$ cat src/rtl/lcd_timing_gen_if.sv
// FIFO-side bundle for lcd_timing_gen.
// The timing generator is the master: it issues the read strobe and the
// frame-start marker, and it receives the FIFO's registered pixel word.
//   active_video_o : one-cycle read strobe per visible pixel
//   frame_start_o  : strobe of pixel (0,0)
//   lcd_dat_i      : FIFO output word, valid the cycle after the strobe
interface lcd_timing_gen_if #(
  parameter int unsigned DATA_WIDTH = 18
);
  logic                  active_video_o;
  logic                  frame_start_o;
  logic [DATA_WIDTH-1:0] lcd_dat_i;

  modport master (
    output active_video_o,
    output frame_start_o,
    input  lcd_dat_i
  );

  modport slave (
    input  active_video_o,
    input  frame_start_o,
    output lcd_dat_i
  );
endinterface

$ cat src/rtl/lcd_timing_gen.sv
// Pixel timing generator for a parallel RGB LCD panel.
// Produces pixel clock, hsync, vsync and DE, reads one word per visible pixel
// from the upstream FIFO and presents it aligned with the sync/DE outputs.
// Ports:
//   aclk_i     : clock
//   rst_i      : synchronous active-high reset
//   enable_i   : run request, honoured at frame boundaries only
//   fifo_if    : FIFO side (read strobe, frame start, pixel word in)
//   lcd_pclk_o : panel pixel clock (panel samples on its rising edge)
//   lcd_hsync_o, lcd_vsync_o, lcd_de_o, lcd_dat_o : panel pins
module lcd_timing_gen #(
  parameter int unsigned DATA_WIDTH = 18,
  parameter int unsigned PCLK_DIV   = 4,
  parameter int unsigned H_ACTIVE   = 480,
  parameter int unsigned H_FP       = 8,
  parameter int unsigned H_SYNC     = 4,
  parameter int unsigned H_BP       = 43,
  parameter int unsigned V_ACTIVE   = 272,
  parameter int unsigned V_FP       = 4,
  parameter int unsigned V_SYNC     = 4,
  parameter int unsigned V_BP       = 12,
  parameter bit          HS_POL     = 1'b0,
  parameter bit          VS_POL     = 1'b0
) (
  input  logic                  aclk_i,
  input  logic                  rst_i,
  input  logic                  enable_i,
  lcd_timing_gen_if.master      fifo_if,
  output logic                  lcd_pclk_o,
  output logic                  lcd_hsync_o,
  output logic                  lcd_vsync_o,
  output logic                  lcd_de_o,
  output logic [DATA_WIDTH-1:0] lcd_dat_o
);

  localparam int unsigned H_TOTAL  = H_ACTIVE + H_FP + H_SYNC + H_BP;
  localparam int unsigned V_TOTAL  = V_ACTIVE + V_FP + V_SYNC + V_BP;
  localparam int unsigned HW       = $clog2(H_TOTAL);
  localparam int unsigned VW       = $clog2(V_TOTAL);
  localparam int unsigned DIV_W    = $clog2(PCLK_DIV);
  localparam int unsigned HS_START = H_ACTIVE + H_FP;
  localparam int unsigned HS_END   = HS_START + H_SYNC;
  localparam int unsigned VS_START = V_ACTIVE + V_FP;
  localparam int unsigned VS_END   = VS_START + V_SYNC;

  localparam logic [HW-1:0]    H_LAST   = HW'(H_TOTAL - 1);
  localparam logic [VW-1:0]    V_LAST   = VW'(V_TOTAL - 1);
  localparam logic [DIV_W-1:0] DIV_LAST = DIV_W'(PCLK_DIV - 1);

  typedef enum logic {IDLE, RUN} state_e;

  state_e             state_q, state_d;
  logic [DIV_W-1:0]   div_q, div_d;
  logic [HW-1:0]      hcnt_q, hcnt_d;
  logic [VW-1:0]      vcnt_q, vcnt_d;

  logic run_c, tick_c, visible_c, hs_act_c, vs_act_c, frame_last_c, strobe_c;

  // First pipeline stage: region decode and divider phase of the current cycle
  logic               run1_q, tick1_q, vis1_q, hs1_q, vs1_q;
  logic [DIV_W-1:0]   div1_q;

  // Second stage: panel pin registers
  logic                  pclk_q, hsync_q, vsync_q, de_q;
  logic [DATA_WIDTH-1:0] dat_q;

  // State and raster counters
  always_ff @(posedge aclk_i) begin
    if (rst_i) begin
      state_q <= IDLE;
      div_q   <= '0;
      hcnt_q  <= '0;
      vcnt_q  <= '0;
    end else begin
      state_q <= state_d;
      div_q   <= div_d;
      hcnt_q  <= hcnt_d;
      vcnt_q  <= vcnt_d;
    end
  end

  // Next-state, raster advance and region decode
  always_comb begin
    state_d      = state_q;
    div_d        = div_q;
    hcnt_d       = hcnt_q;
    vcnt_d       = vcnt_q;
    run_c        = (state_q == RUN);
    tick_c       = run_c && (div_q == '0);
    visible_c    = (32'(hcnt_q) < H_ACTIVE) && (32'(vcnt_q) < V_ACTIVE);
    hs_act_c     = (32'(hcnt_q) >= HS_START) && (32'(hcnt_q) < HS_END);
    vs_act_c     = (32'(vcnt_q) >= VS_START) && (32'(vcnt_q) < VS_END);
    frame_last_c = (hcnt_q == H_LAST) && (vcnt_q == V_LAST);

    unique case (state_q)
      IDLE: begin
        div_d  = '0;
        hcnt_d = '0;
        vcnt_d = '0;
        if (enable_i) state_d = RUN;
      end
      RUN: begin
        div_d = (div_q == DIV_LAST) ? '0 : div_q + DIV_W'(1);
        if (tick_c) begin
          if (hcnt_q == H_LAST) begin
            hcnt_d = '0;
            vcnt_d = (vcnt_q == V_LAST) ? '0 : vcnt_q + VW'(1);
          end else begin
            hcnt_d = hcnt_q + HW'(1);
          end
          // A dropped enable only takes effect once the frame is complete
          if (frame_last_c && !enable_i) begin
            state_d = IDLE;
            div_d   = '0;
            hcnt_d  = '0;
            vcnt_d  = '0;
          end
        end
      end
      default: state_d = IDLE;
    endcase
  end

  // Strobes are suppressed in the reset cycle itself
  assign strobe_c                = tick_c && visible_c && !rst_i;
  assign fifo_if.active_video_o  = strobe_c;
  assign fifo_if.frame_start_o   = strobe_c && (hcnt_q == '0) && (vcnt_q == '0);

  // Two-stage alignment: stage 1 tracks the strobe cycle, stage 2 loads the
  // pins together with the FIFO word that arrives one cycle after the strobe.
  always_ff @(posedge aclk_i) begin
    if (rst_i) begin
      run1_q  <= 1'b0;
      tick1_q <= 1'b0;
      vis1_q  <= 1'b0;
      hs1_q   <= 1'b0;
      vs1_q   <= 1'b0;
      div1_q  <= '0;
      pclk_q  <= 1'b0;
      de_q    <= 1'b0;
      hsync_q <= ~HS_POL;
      vsync_q <= ~VS_POL;
      dat_q   <= '0;
    end else begin
      run1_q  <= run_c;
      tick1_q <= tick_c;
      vis1_q  <= visible_c;
      hs1_q   <= hs_act_c;
      vs1_q   <= vs_act_c;
      div1_q  <= div_q;
      // Falls with each data update, rises mid-pixel
      pclk_q  <= run1_q && (32'(div1_q) >= PCLK_DIV / 2);
      if (tick1_q) begin
        de_q    <= vis1_q;
        hsync_q <= hs1_q ? HS_POL : ~HS_POL;
        vsync_q <= vs1_q ? VS_POL : ~VS_POL;
        dat_q   <= vis1_q ? fifo_if.lcd_dat_i : '0;
      end else if (!run1_q) begin
        // Back in IDLE: return the pins to their idle levels
        de_q    <= 1'b0;
        hsync_q <= ~HS_POL;
        vsync_q <= ~VS_POL;
        dat_q   <= '0;
      end
    end
  end

  assign lcd_pclk_o  = pclk_q;
  assign lcd_hsync_o = hsync_q;
  assign lcd_vsync_o = vsync_q;
  assign lcd_de_o    = de_q;
  assign lcd_dat_o   = dat_q;

endmodule

$ cat src/flat_wrapper.sv
// flat-port wrapper written by rule: the top's interface ports become plain ports
module lcd_timing_gen_flat 
#(
  parameter int unsigned DATA_WIDTH = 18,
  parameter int unsigned PCLK_DIV   = 4,
  parameter int unsigned H_ACTIVE   = 480,
  parameter int unsigned H_FP       = 8,
  parameter int unsigned H_SYNC     = 4,
  parameter int unsigned H_BP       = 43,
  parameter int unsigned V_ACTIVE   = 272,
  parameter int unsigned V_FP       = 4,
  parameter int unsigned V_SYNC     = 4,
  parameter int unsigned V_BP       = 12,
  parameter bit          HS_POL     = 1'b0,
  parameter bit          VS_POL     = 1'b0
)
  (aclk_i, rst_i, enable_i, lcd_pclk_o, lcd_hsync_o, lcd_vsync_o, lcd_de_o, lcd_dat_o, fifo_if_active_video_o, fifo_if_frame_start_o, fifo_if_lcd_dat_i);
  lcd_timing_gen_if #(.DATA_WIDTH(DATA_WIDTH)) fifo_if_i ();
  input  logic aclk_i;
  input  logic rst_i;
  input  logic enable_i;
  output logic lcd_pclk_o;
  output logic lcd_hsync_o;
  output logic lcd_vsync_o;
  output logic lcd_de_o;
  output logic [DATA_WIDTH-1:0] lcd_dat_o;
  output wire logic [$bits(fifo_if_i.active_video_o)-1:0] fifo_if_active_video_o;
  output wire logic [$bits(fifo_if_i.frame_start_o)-1:0] fifo_if_frame_start_o;
  input wire logic [$bits(fifo_if_i.lcd_dat_i)-1:0] fifo_if_lcd_dat_i;
  assign fifo_if_active_video_o = fifo_if_i.active_video_o;
  assign fifo_if_frame_start_o = fifo_if_i.frame_start_o;
  assign fifo_if_i.lcd_dat_i = fifo_if_lcd_dat_i;
  lcd_timing_gen #(.DATA_WIDTH(DATA_WIDTH), .PCLK_DIV(PCLK_DIV), .H_ACTIVE(H_ACTIVE), .H_FP(H_FP), .H_SYNC(H_SYNC), .H_BP(H_BP), .V_ACTIVE(V_ACTIVE), .V_FP(V_FP), .V_SYNC(V_SYNC), .V_BP(V_BP), .HS_POL(HS_POL), .VS_POL(VS_POL)) u_core (.aclk_i(aclk_i), .rst_i(rst_i), .enable_i(enable_i), .fifo_if(fifo_if_i), .lcd_pclk_o(lcd_pclk_o), .lcd_hsync_o(lcd_hsync_o), .lcd_vsync_o(lcd_vsync_o), .lcd_de_o(lcd_de_o), .lcd_dat_o(lcd_dat_o));
endmodule
$ cat config.mk
export PLATFORM = sky130hd
export DESIGN_NAME = lcd_timing_gen_flat
export DESIGN_NICKNAME = d
export VERILOG_FILES = /design/src/rtl/lcd_timing_gen_if.sv /design/src/rtl/lcd_timing_gen.sv /design/src/flat_wrapper.sv
export SDC_FILE = /design/constraint.sdc
export NUM_CORES = 1
export LEC_CHECK = 0
export ABC_CLOCK_PERIOD_IN_PS = 2600
export CORE_UTILIZATION = 34
export CTS_BUF_LIST = sky130_fd_sc_hd__clkbuf_4 sky130_fd_sc_hd__clkbuf_8
export DETAILED_ROUTE_END_ITERATION = 12
export SETUP_SLACK_MARGIN = 0.1
export SLEW_MARGIN = 25
export SYNTH_ARGS = -nofsm -noshare
export SYNTH_HDL_FRONTEND = slang
export SYNTH_SLANG_ARGS = --single-unit
$ cat constraint.sdc
create_clock -name aclk_i -period 2.6 [get_ports aclk_i]
set_input_delay 0.78 -clock aclk_i [delete_from_list [all_inputs] [get_ports aclk_i]]
set_output_delay 0.78 -clock aclk_i [all_outputs]
set_load 0.03 [all_outputs]
==> impl_metrics.yaml <==
status:
  status: "completed"
worst_hold_path:
  worstHoldPathCells: 1
  hold_class: "register to register"
drt:
  drtAntennaViolNets: 0
  via_count: 1881
  wirelength_um: 5000
  firstDrtPassIters: 4
  drcViolationCount: 0
  post_drt_wl_per_cell_um: 13.8
  routed_via_density: 5.21
  drt_iter0_drc: 115
pwr:
  p_total_uw: 1380
  power_leakage_uw: 0.00108
  irDropWorstVdd_mv: 0.232
  cellPowerDensity_nw_per_um2: 486
clock_tree:
  htreeDepth: 2
  clockRootBuffer: "clkbuf_8"
  clk-insertion-delay-late_ns: 0.30
  clkTransAtPathRegs_ns: 0.09
  numCtsBuffers: 5
  cts_tree: "built"
  cts.path.max_buffers: 2
  cts.sinks: 50
floorplan:
  die_y_um: 80.5
  ios: 45
  die_x_um: 80.5
  initial_core_util: 0.354
  num_rows: 28
  core_region_area_um2: 5920
  dieArea_um2: 6470
timing:
  fin_crit_sh: 0.984
  setup_viol: 0
  max_slew_margin: 0.396
  min_period_ns: 2.56
  rsz0062_at_grt: "true"
  report.final.slew_viol_count: 0
  fmax_mhz: 391
  finalHoldViolCount: 0
  worst_pin_slew_ns: 0.895
  worst_clock_skew_ns: 0.00407
  setup_ws_ns: 0.0413
setup_path:
  crit_path_max_incr_delay_ns: 0.54
  worstPathArrival_ns: 1.78
  crit_path_top_delay_cell: "or4_4"
  r2r_cells: 5
  cp.depth: 4
  required_ns: 1.82
  crit_path_end_kind: "output port"
  worstSetupStartpointType: "register"
  path_class: "register to output port"
  path_cells: "or4_4, nor4_4, and2_4, buf_6"
  path_buf_inv: 1
  cp_top_family: "simple AND/OR/NAND/NOR gates"
  path_max_fanout: 3
grt:
  met1_usage: 0.210
  track_usage: 0.162
  grt_max_degree: 28
  grtUsageMet2: 0.247
  antenna_found_initial: 0
  busiest_layer: "met2"
  first_global_vias: 1713
  grt_overflow: 0
  grt_use_met3: 0.0477
  grt_pass1_wl_um: 8070
final_layout:
  final_common_cell: "dfxtp_1"
  finalNetCount: 313
  design_area_um2: 2840
  areaGrowthSynthToFinish_pct: 35.9
  insertedDiodeCount: 0
  fin_util: 0.480
  final_cells: 361
  drive_above_1_share: 0.168
  final_cell_mix: "dfxtp_1, clkdlybuf4s50_1, nor2_1, a22oi_1, buf_4"
job:
  maxCapViolations: 0
logic_synthesis:
  syn_area_per_cell_um2: 9.10
  synthArstFlopShare: 0
  ys_types: 41
  synth_seq_cells: 50
  syn_area_um2: 2090
  ys.flop_type: "dfxtp_1"
  syn-instance-count: 230
  synth_edf_count: 0
  synth-seq-area-share: 0.478
  yosys_warnings: 0
  synth_nets: 258
placed_design:
  dp_cells: 348
  numPortBuffers: 44
  placed_area_um2: 2670
  place_ws_ns: -0.232
  gp_congestion: 0.787
  dp_hpwl_um: 3400
==> cells in the mapped netlist, drive strengths merged (2+ instances only) <==
| cell type | number | share of area |
|---|---|---|
| nand4b | 2 | 0.0084 |
| a21oi | 5 | 0.012 |
| nor3 | 3 | 0.0072 |
| inv | 9 | 0.016 |
| o41ai | 5 | 0.025 |
| or2 | 2 | 0.0060 |
| and2 | 5 | 0.016 |
| nor4 | 4 | 0.012 |
| and3 | 6 | 0.019 |
| a21o | 3 | 0.011 |
| o21ai | 6 | 0.016 |
| dfxtp | 50 | 0.48 |
| ha | 7 | 0.042 |
| nand4 | 8 | 0.024 |
| or4 | 7 | 0.027 |
| or3 | 2 | 0.0084 |
| nor4b | 2 | 0.0084 |
| o31ai | 2 | 0.0072 |
| nand2 | 6 | 0.011 |
| a22oi | 20 | 0.072 |
| nand2b | 2 | 0.0060 |
| xor2 | 8 | 0.033 |
| nand3 | 10 | 0.024 |
| nor2 | 37 | 0.066 |
| clkbuf | 12 | 0.022 |
==> sequential cells by signal, summed over array words and instances, names as in the netlist, 2 cells and up <==
| signal | count |
|---|---|
| u_core.div_q | 2 |
| u_core.hcnt_q | 10 |
| u_core.lcd_dat_o | 18 |
| u_core.vcnt_q | 9 |
==> final cells by class <==
class	instances	area [um^2]
fill	571	3080
multi-input combinational	157	1040
sequential	50	1010
timing repair buffer	61	568
tap	75	93.8
clock buffer	6	82.6
inverter	10	37.5
clock inverter	2	12.5
==> layer usage <==
metal / vias to the layer above / wire, um / share of wire
met4: 0 / 70 / 0.014
met5: - / 0 / 0
met1: 878 / 2380 / 0.48
met2: 58 / 2220 / 0.44
met3: 6 / 329 / 0.066
li1: 939 / - / -
==> report_power, final <==
group | internal (uW) | total, uW | switching (uW)
Combinational | 63.2 | 126 | 62.8
Sequential | 775 | 783 | 7.98
Clock | 214 | 472 | 258
==> kinds of logic (layout without fill, tap and decap cells) <==
family / Yosys count / after routing / synth area share
flip-flops: 50 / 50 / 0.478
AO/OA/AOI/OAI: 44 / 44 / 0.154
AND/OR/NAND/NOR: 98 / 98 / 0.250
adder cells (fa/ha/maj): 7 / 7 / 0.0418
XOR/XNOR: 8 / 8 / 0.0335
buffers and inverters: 23 / 79 / 0.0424
==> worst paths after layout <==
kind / slack (ns) / to / start
max: 0.04 / fifo_if_frame_start_o / u_core.vcnt_q[4]
min: 0.47 / u_core.lcd_pclk_o / u_core.div1_q[1]
max reg2reg: 0.24 / u_core.vcnt_q[6] / u_core.hcnt_q[8]
min reg2reg: 0.47 / u_core.lcd_pclk_o / u_core.div1_q[1]
==> timing repair <==
item | CTS | global route
setup buffers | 5 | 0
setup endpoints to repair | 2 | 4
hold buffers | 0 | 0
pin swaps | 6 | 3
resized for setup | 15 | 1
==> through the flow <==
stage	setup TNS, ns	hold WS [ns]
2_1_floorplan	0	0.428
3_3_place_gp	-0.330	0.445
3_5_place_dp	-0.489	0.446
4_1_cts	0	0.469
5_1_grt	-0.0145	0.490
6_report	0	0.467
==> worst reg2reg max path: stages (launching register included) <==
cell and delay, ns:
dfxtp_2 0.33, or4_4 0.56, buf_4 0.18, o41ai_1 0.79
o21ai_0 0.20, a21o_1 0.22
Power figures use the tool's default switching activity.
